File: src/rtl/bp_update_sched.sv
// Commit-side scheduler for the branch predictor update port: queues up to two
// retired updates per cycle, issues one per cycle, and sequences a full table clear.
module bp_update_sched #(
   parameter int UPD_W          = 72,
   parameter int QDEPTH         = 8,
   parameter int BTB_DEPTH_BITS = 8
) (
   input  logic                             clk,
   input  logic                             rst,
   input  logic                             commit0_valid,
   input  logic [UPD_W-1:0]                 commit0_data,
   input  logic                             commit1_valid,
   input  logic [UPD_W-1:0]                 commit1_data,
   output logic                             commit_ready,
   output logic                             upd_valid,
   output logic [UPD_W-1:0]                 upd_data,
   input  logic                             upd_ready,
   input  logic                             flush_req,
   output logic                             clr_valid,
   output logic [BTB_DEPTH_BITS-1:0]        clr_idx,
   output logic                             busy,
   output logic [$clog2(QDEPTH+1)-1:0]      occupancy
);

   localparam int PTR_W = $clog2(QDEPTH);
   localparam int CNT_W = $clog2(QDEPTH+1);
   localparam logic [CNT_W-1:0]          DEPTH_C  = CNT_W'(QDEPTH);
   localparam logic [BTB_DEPTH_BITS-1:0] IDX_LAST = '1;

   typedef enum logic [1:0] {RUN, DRAIN, SWEEP} state_t;

   state_t                    state, state_nxt;
   logic [UPD_W-1:0]          mem [QDEPTH];
   logic [PTR_W-1:0]          head, tail, tail_inc, tail_nxt, head_nxt;
   logic [CNT_W-1:0]          count, count_nxt;
   logic [BTB_DEPTH_BITS-1:0] idx, idx_nxt;
   logic                      push_two, push_one, pop;

   // Ready is derived from the registered count only, so a pop this cycle
   // cannot open room for a push in the same cycle.
   assign commit_ready = (state == RUN) && ((DEPTH_C - count) >= CNT_W'(2));
   assign upd_valid    = (count != '0) && (state != SWEEP);
   assign upd_data     = mem[head];
   assign clr_valid    = (state == SWEEP);
   assign clr_idx      = idx;
   assign busy         = (state != RUN);
   assign occupancy    = count;

   assign pop      = upd_valid && upd_ready;
   assign push_two = commit_ready && commit0_valid && commit1_valid;
   assign push_one = commit_ready && (commit0_valid ^ commit1_valid);
   assign tail_inc = tail + PTR_W'(1);

   always_comb begin
      tail_nxt  = tail;
      head_nxt  = head;
      count_nxt = count;
      if (push_two) begin
         tail_nxt  = tail + PTR_W'(2);
         count_nxt = count + CNT_W'(2);
      end else if (push_one) begin
         tail_nxt  = tail_inc;
         count_nxt = count + CNT_W'(1);
      end
      if (pop) begin
         head_nxt  = head + PTR_W'(1);
         count_nxt = count_nxt - CNT_W'(1);
      end
   end

   // Lane 0 is always older, so it lands at the tail whenever both lanes push.
   always_ff @(posedge clk) begin
      if (push_two) begin
         mem[tail]     <= commit0_data;
         mem[tail_inc] <= commit1_data;
      end else if (push_one) begin
         mem[tail] <= commit0_valid ? commit0_data : commit1_data;
      end
   end

   always_comb begin
      state_nxt = state;
      idx_nxt   = idx;
      case (state)
         RUN: begin
            if (flush_req) state_nxt = DRAIN;
         end
         DRAIN: begin
            if (count == '0) begin
               state_nxt = SWEEP;
               idx_nxt   = '0;
            end
         end
         SWEEP: begin
            if (idx == IDX_LAST) begin
               state_nxt = RUN;
               idx_nxt   = '0;
            end else begin
               idx_nxt = idx + BTB_DEPTH_BITS'(1);
            end
         end
         default: begin
            state_nxt = RUN;
            idx_nxt   = '0;
         end
      endcase
   end

   always_ff @(posedge clk or posedge rst) begin
      if (rst) begin
         state <= RUN;
         head  <= '0;
         tail  <= '0;
         count <= '0;
         idx   <= '0;
      end else begin
         state <= state_nxt;
         head  <= head_nxt;
         tail  <= tail_nxt;
         count <= count_nxt;
         idx   <= idx_nxt;
      end
   end

endmodule
File: config.mk
export PLATFORM = sky130hd
export DESIGN_NAME = bp_update_sched
export DESIGN_NICKNAME = d
export VERILOG_FILES = /design/src/rtl/bp_update_sched.sv
export SDC_FILE = /design/constraint.sdc
export NUM_CORES = 1
export LEC_CHECK = 0
export CORE_UTILIZATION = 45
export CTS_BUF_LIST = sky130_fd_sc_hd__clkbuf_16
export CTS_CLUSTER_SIZE = 20
export DETAILED_ROUTE_END_ITERATION = 7
export PLACE_DENSITY_LB_ADDON = 0.05
export SYNTH_ARGS = -nofsm -noshare
export SYNTH_HDL_FRONTEND = slang
export SYNTH_SLANG_ARGS = --single-unit
File: constraint.sdc
create_clock -name clk -period 4.9 [get_ports clk]
set_clock_uncertainty 0.15 [all_clocks]
set_input_delay 0.98 -clock clk [delete_from_list [all_inputs] [get_ports clk]]
set_output_delay 0.98 -clock clk [all_outputs]
set_load 0.01 [all_outputs]
# After elaboration in Yosys (flattened, before gate mapping)
# Memories as Yosys holds them, arrays and structs flattened.
# Index checks and enable logic that the tools add are counted.
[word_totals] in_bits=150 ff_bits=20 out_inout_bits=88 memories=1 elab_cells=57 ram_bits=576
[classes] magnitude_cmp=1 reduce_logical=13 addsub=8 mux=19 bitwise_logic=3 eq_ne=7
[memory_table] name="mem" words=8 width=72 read_ports=1 rd_clocked_by_memory_dff=0 wr=2 line_no="33" rtl="logic [UPD_W-1:0] mem [QDEPTH];"
[op_table] cell="72-bit 2-to-1 mux" count=2
[op_table] cell="8-bit one-hot mux with 3 select lines" count=1
[op_table] cell="8-bit 2-to-1 mux" count=2
[op_table] cell="4-bit 2-to-1 mux" count=3
[op_table] cell="8-bit by 1-bit adder with 8-bit output (second input constant)" count=1
[op_table] cell="8-bit == test (second input constant)" count=1
[op_table] cell="3-bit by 1-bit adder with 3-bit output (second input constant)" count=2
[op_table] cell="1-bit logical AND" count=6
[op_table] cell="2-bit 2-to-1 mux" count=3
[op_table] cell="3-bit 2-to-1 mux" count=2
[op_table] cell="2-bit inequality test (second input constant)" count=3
[op_table] cell="2-bit one-hot mux with 3 select lines" count=1
[op_table] cell="1-bit 2-to-1 mux" count=5
[op_table] cell="4-bit by 1-bit adder with 4-bit output (second input constant)" count=1
[op_table] cell="4-bit by 2-bit adder with 4-bit output (second input constant)" count=1
[op_table] cell="4-bit by 2-bit greater-or-equal comparator with 1-bit output (second input constant)" count=1
[op_table] cell="4-bit logical NOT" count=1
[op_table] cell="2-bit nonzero test" count=2
[op_table] cell="4-bit nonzero test" count=1
[op_table] cell="4-bit by 1-bit subtractor with 4-bit output (second input constant)" count=1
[op_table] cell="4-bit subtractor (first input constant)" count=1
[op_table] cell="3-bit by 2-bit adder with 3-bit output (second input constant)" count=1
[op_table] cell="3-bit AND reduction" count=1
[op_table] cell="2-bit by 1-bit == test with 1-bit output (second input constant)" count=1
[op_table] cell="other kinds (7)" count=7

# Logic depth before layout (Yosys ltp)
# Gate-level depths: netlist of the first run.
[logic_depth] ltp_word=8 depth_mapped=11 ltp_nobuf=9

# Worst setup path before layout of the first run
# Ideal clock, no wire load.
[synth_timing] path_type="input port to flip-flop" from="input port commit1_valid" to="memory mem[7][0], enable pin" setup_time_ps=442 required_ps=4308 stages=4 arrival_ps=3563 path_buffers=1 slack_ps=745 cell_sequence="clkbuf_1 o21ai_0 a21oi_1 a32o_1"
[synth_lines] element="from (decl)" line_no="12" rtl="input logic commit1_valid,"
[synth_lines] element="to (decl)" line_no="33"

# Final worst setup path of the first run
[layout_timing] from="register head[0]" to="output port upd_data[1]"
[layout_via] elab_chain_cells=1
[layout_lines] element="from (decl)" line_no="34" rtl="logic [PTR_W-1:0] head, tail, tail_inc, tail_nxt, head_nxt;"
[layout_lines] element="from (signal assigned)" line_no="118" rtl="head <= head_nxt;"
[layout_lines] element="memory read 8 x 72 bit"
[layout_lines] element="to (decl)" line_no="16" rtl="output logic [UPD_W-1:0] upd_data,"
# Every way passes these cells.

==> metrics.cfg, run 1 <==
[outcome]
status=completed

[synthesis]
ys_ff_latch=596
syn_nets=1798
ys_warn_count=0
async_flop_share=0.0336
synth-edff-count=576
syn_inst=1635
netlist_area_um2=30800
ys.flop_type=edfxtp_1
yosysUniqueCellTypes=49
synth.avg_cell_area_um2=18.8
yosysSeqAreaShare=0.578

[sta]
maxSlewViolCount=0
rsz0062_at_grt=no
min_period_over_period=0.905
slew-limit-headroom=0.365
setup_tns_ns=0
clock.fmax_mhz=226
finalSetupViolations=0
hold_violations=0
min_period_ns=4.43
max_slew.worst_pin.slew_ns=0.952

[setup_path]
r2r_end=mem[1][38]
crit_path_start_kind=flip-flop
rrSetupSlack_ns=1.05
crit_arrival_ns=3.30
required_ns=3.77
critPathMaxFanout=50
cp-end-kind=output pin
r2r_start=occupancy[0]
critical_path_class=flip-flop to output pin
r2r_cells=9

[global_routing]
grt_pass1_vias=17500
grt_usage=0.228
grt_max_degree=61
antenna_found_initial=10
grt-ovfl-total=0
grt_pass1_wl_um=116000

[power_and_ir_drop]
p_per_area_nw_per_um2=507
power_mw=18.4
vdd_drop_max_mv=0.328
power.leakage_nw=12.3

[floorplanning]
dieHeight_um=264
ioPinCount=238
start_util=0.457
fp.dieW_um=264
dieArea_um2=69500
row_count=95
core-area_um2=67400

[cts]
cts_buffers=69
postCtsHoldBufs=0
cts_tree=yes
root_buffer=clkbuf_16
htreeDepth=3
clock-sinks=596
cts_max_path_buffers=3
postCtsSetupBuffers=0
clk_latency_ns=0.58
clkSlewWorstSetupHoldPaths_ns=0.05
cts_resized=0

[route]
drtIter0Drc=944
wl_met3_um=3800
vias=16200
top_layer_used=met5
wl_met1_um=33300
dr.pass1.iters=5
wirelength_um=78400
dr_wl_met2_um=39800
wl_per_cell_um=27.8
post_drt_via_cell_ratio=5.74
drc_errors=0
antenna_left=0

[min_path]
hold_depth=1
hold_end=state[1]
hp-class=flip-flop to flip-flop
holdCritStartpoint=state[1]

[cells_and_area]
fillCellCount=5349
finalNetCount=2054
mostFrequentLayoutCells=576 x edfxtp_1, 469 x mux2_2, 237 x clkdlybuf4s50_1
ff_latch_area_um2=17800
fin_util=0.539
multi_input_area_um2=12200
mostFrequentLayoutCell=edfxtp_1
drive_gt1_frac=0.478
area_growth_pct=17.8

[placed_design]
dp_hpwl_um=45100
gp_congestion=0.729
io_buffers=237

[flow_run]
drv_cap=0

critical path: stages (launching register included):
cell and delay [ns]:
dfrtp_4 0.81, buf_12 0.46, mux4_2 0.56, mux2_2 0.27
clkdlybuf4s50_1 0.58
layer usage:
layer  GRT usage  up-vias
li1            -     7224
met1       0.301     8509
met2       0.390      335
met3      0.0395       96
met4      0.0586       16
met5           0        -
sequential cells by signal, indices dropped and copies added (netlist names):
register   count
occupancy      4
head           3
state          2
tail           3
mem          576
clr_idx        8
metrics by stage:
stage	instances	hold slack (ns)	setup slack, ns	instance area [µm²]
global route	2814	0.410	0.292	36300
global placement	2693	0.356	0.840	34300
detailed placement	2693	0.389	0.800	34300
finish	2817	0.393	0.466	36300
floorplan	1635	0.331	0.745	30800
CTS	2812	0.394	0.336	36300
final cells by class:
class | count | share of cell area
sequential | 596 | 0.491
multi-input combinational | 924 | 0.337
clock buffer | 73 | 0.0503
antenna | 5 | 0.000345
tap | 873 | 0.0301
clock inverter | 46 | 0.00514
timing repair buffer | 290 | 0.0856
inverter | 10 | 0.00103
Yosys cell counts, types with 2 or more instances:
library cell	instances	area, µm²
nor2_1	8	30.0
nand3_1	5	25.0
buf_2	7	35.0
ha_1	13	163
nand2b_1	2	12.5
and3_1	2	12.5
a21oi_1	9	45.0
a21oi_4	4	65.1
mux2i_1	3	30.0
buf_6	59	664
edfxtp_1	576	17300
a22o_1	3	26.3
inv_1	9	33.8
o21ai_0	13	65.1
buf_1	10	37.5
a21o_1	2	15.0
nor4_2	2	25.0
nor3b_1	2	15.0
xnor2_1	10	87.6
xor2_1	3	26.3
maj3_1	3	30.0
clkbuf_1	29	109
a31oi_4	2	42.5
mux2_2	469	5280
o2bb2ai_1	2	17.5
mux4_2	144	3240
nand2_1	21	78.8
a32o_1	6	60.1
mux2_4	150	2250
dfrtp_1	20	500
mux2_1	29	327
worst max-delay path by stage:
stage | from | end | slack [ns] | cells after the start
2_1_floorplan | commit1_valid | mem[7][0] | 0.74 | 4
3_3_place_gp | commit0_valid | mem[7][65] | 0.84 | 5
3_5_place_dp | commit0_valid | mem[7][54] | 0.80 | 5
4_1_cts | head[0] | upd_data[1] | 0.34 | 4
5_1_grt | head[0] | upd_data[1] | 0.29 | 4
6_report | head[0] | upd_data[1] | 0.47 | 4
logic make-up after synthesis:
kind of cell	after synthesis	synth area share
flip-flops	596	0.578
AND/OR/NAND/NOR	54	0.00955
adder cells (fa/ha/maj)	16	0.00626
XOR/XNOR	14	0.00422
buffers and inverters	115	0.0287
multiplexers	795	0.361
AO/OA/AOI/OAI	45	0.0121
power breakdown:
part | total [mW] | switching [mW] | leakage, nW | internal (mW)
sequential | 6.63 | 0.332 | 5.44 | 6.30
clock | 4.67 | 2.00 | 1.05 | 2.66
combinational | 7.11 | 3.33 | 5.79 | 3.78
total | 18.4 | 5.66 | 12.3 | 12.7
Note: power is estimated with default switching activity, not from simulation.
==> run 2: changes to the inputs <==
Settings changed: CAP_MARGIN from default to 20, CTS_CLUSTER_SIZE 20 to 30.
==> results of run 2 <==
The final DEF is identical to that of run 1; final timing and power are the same.
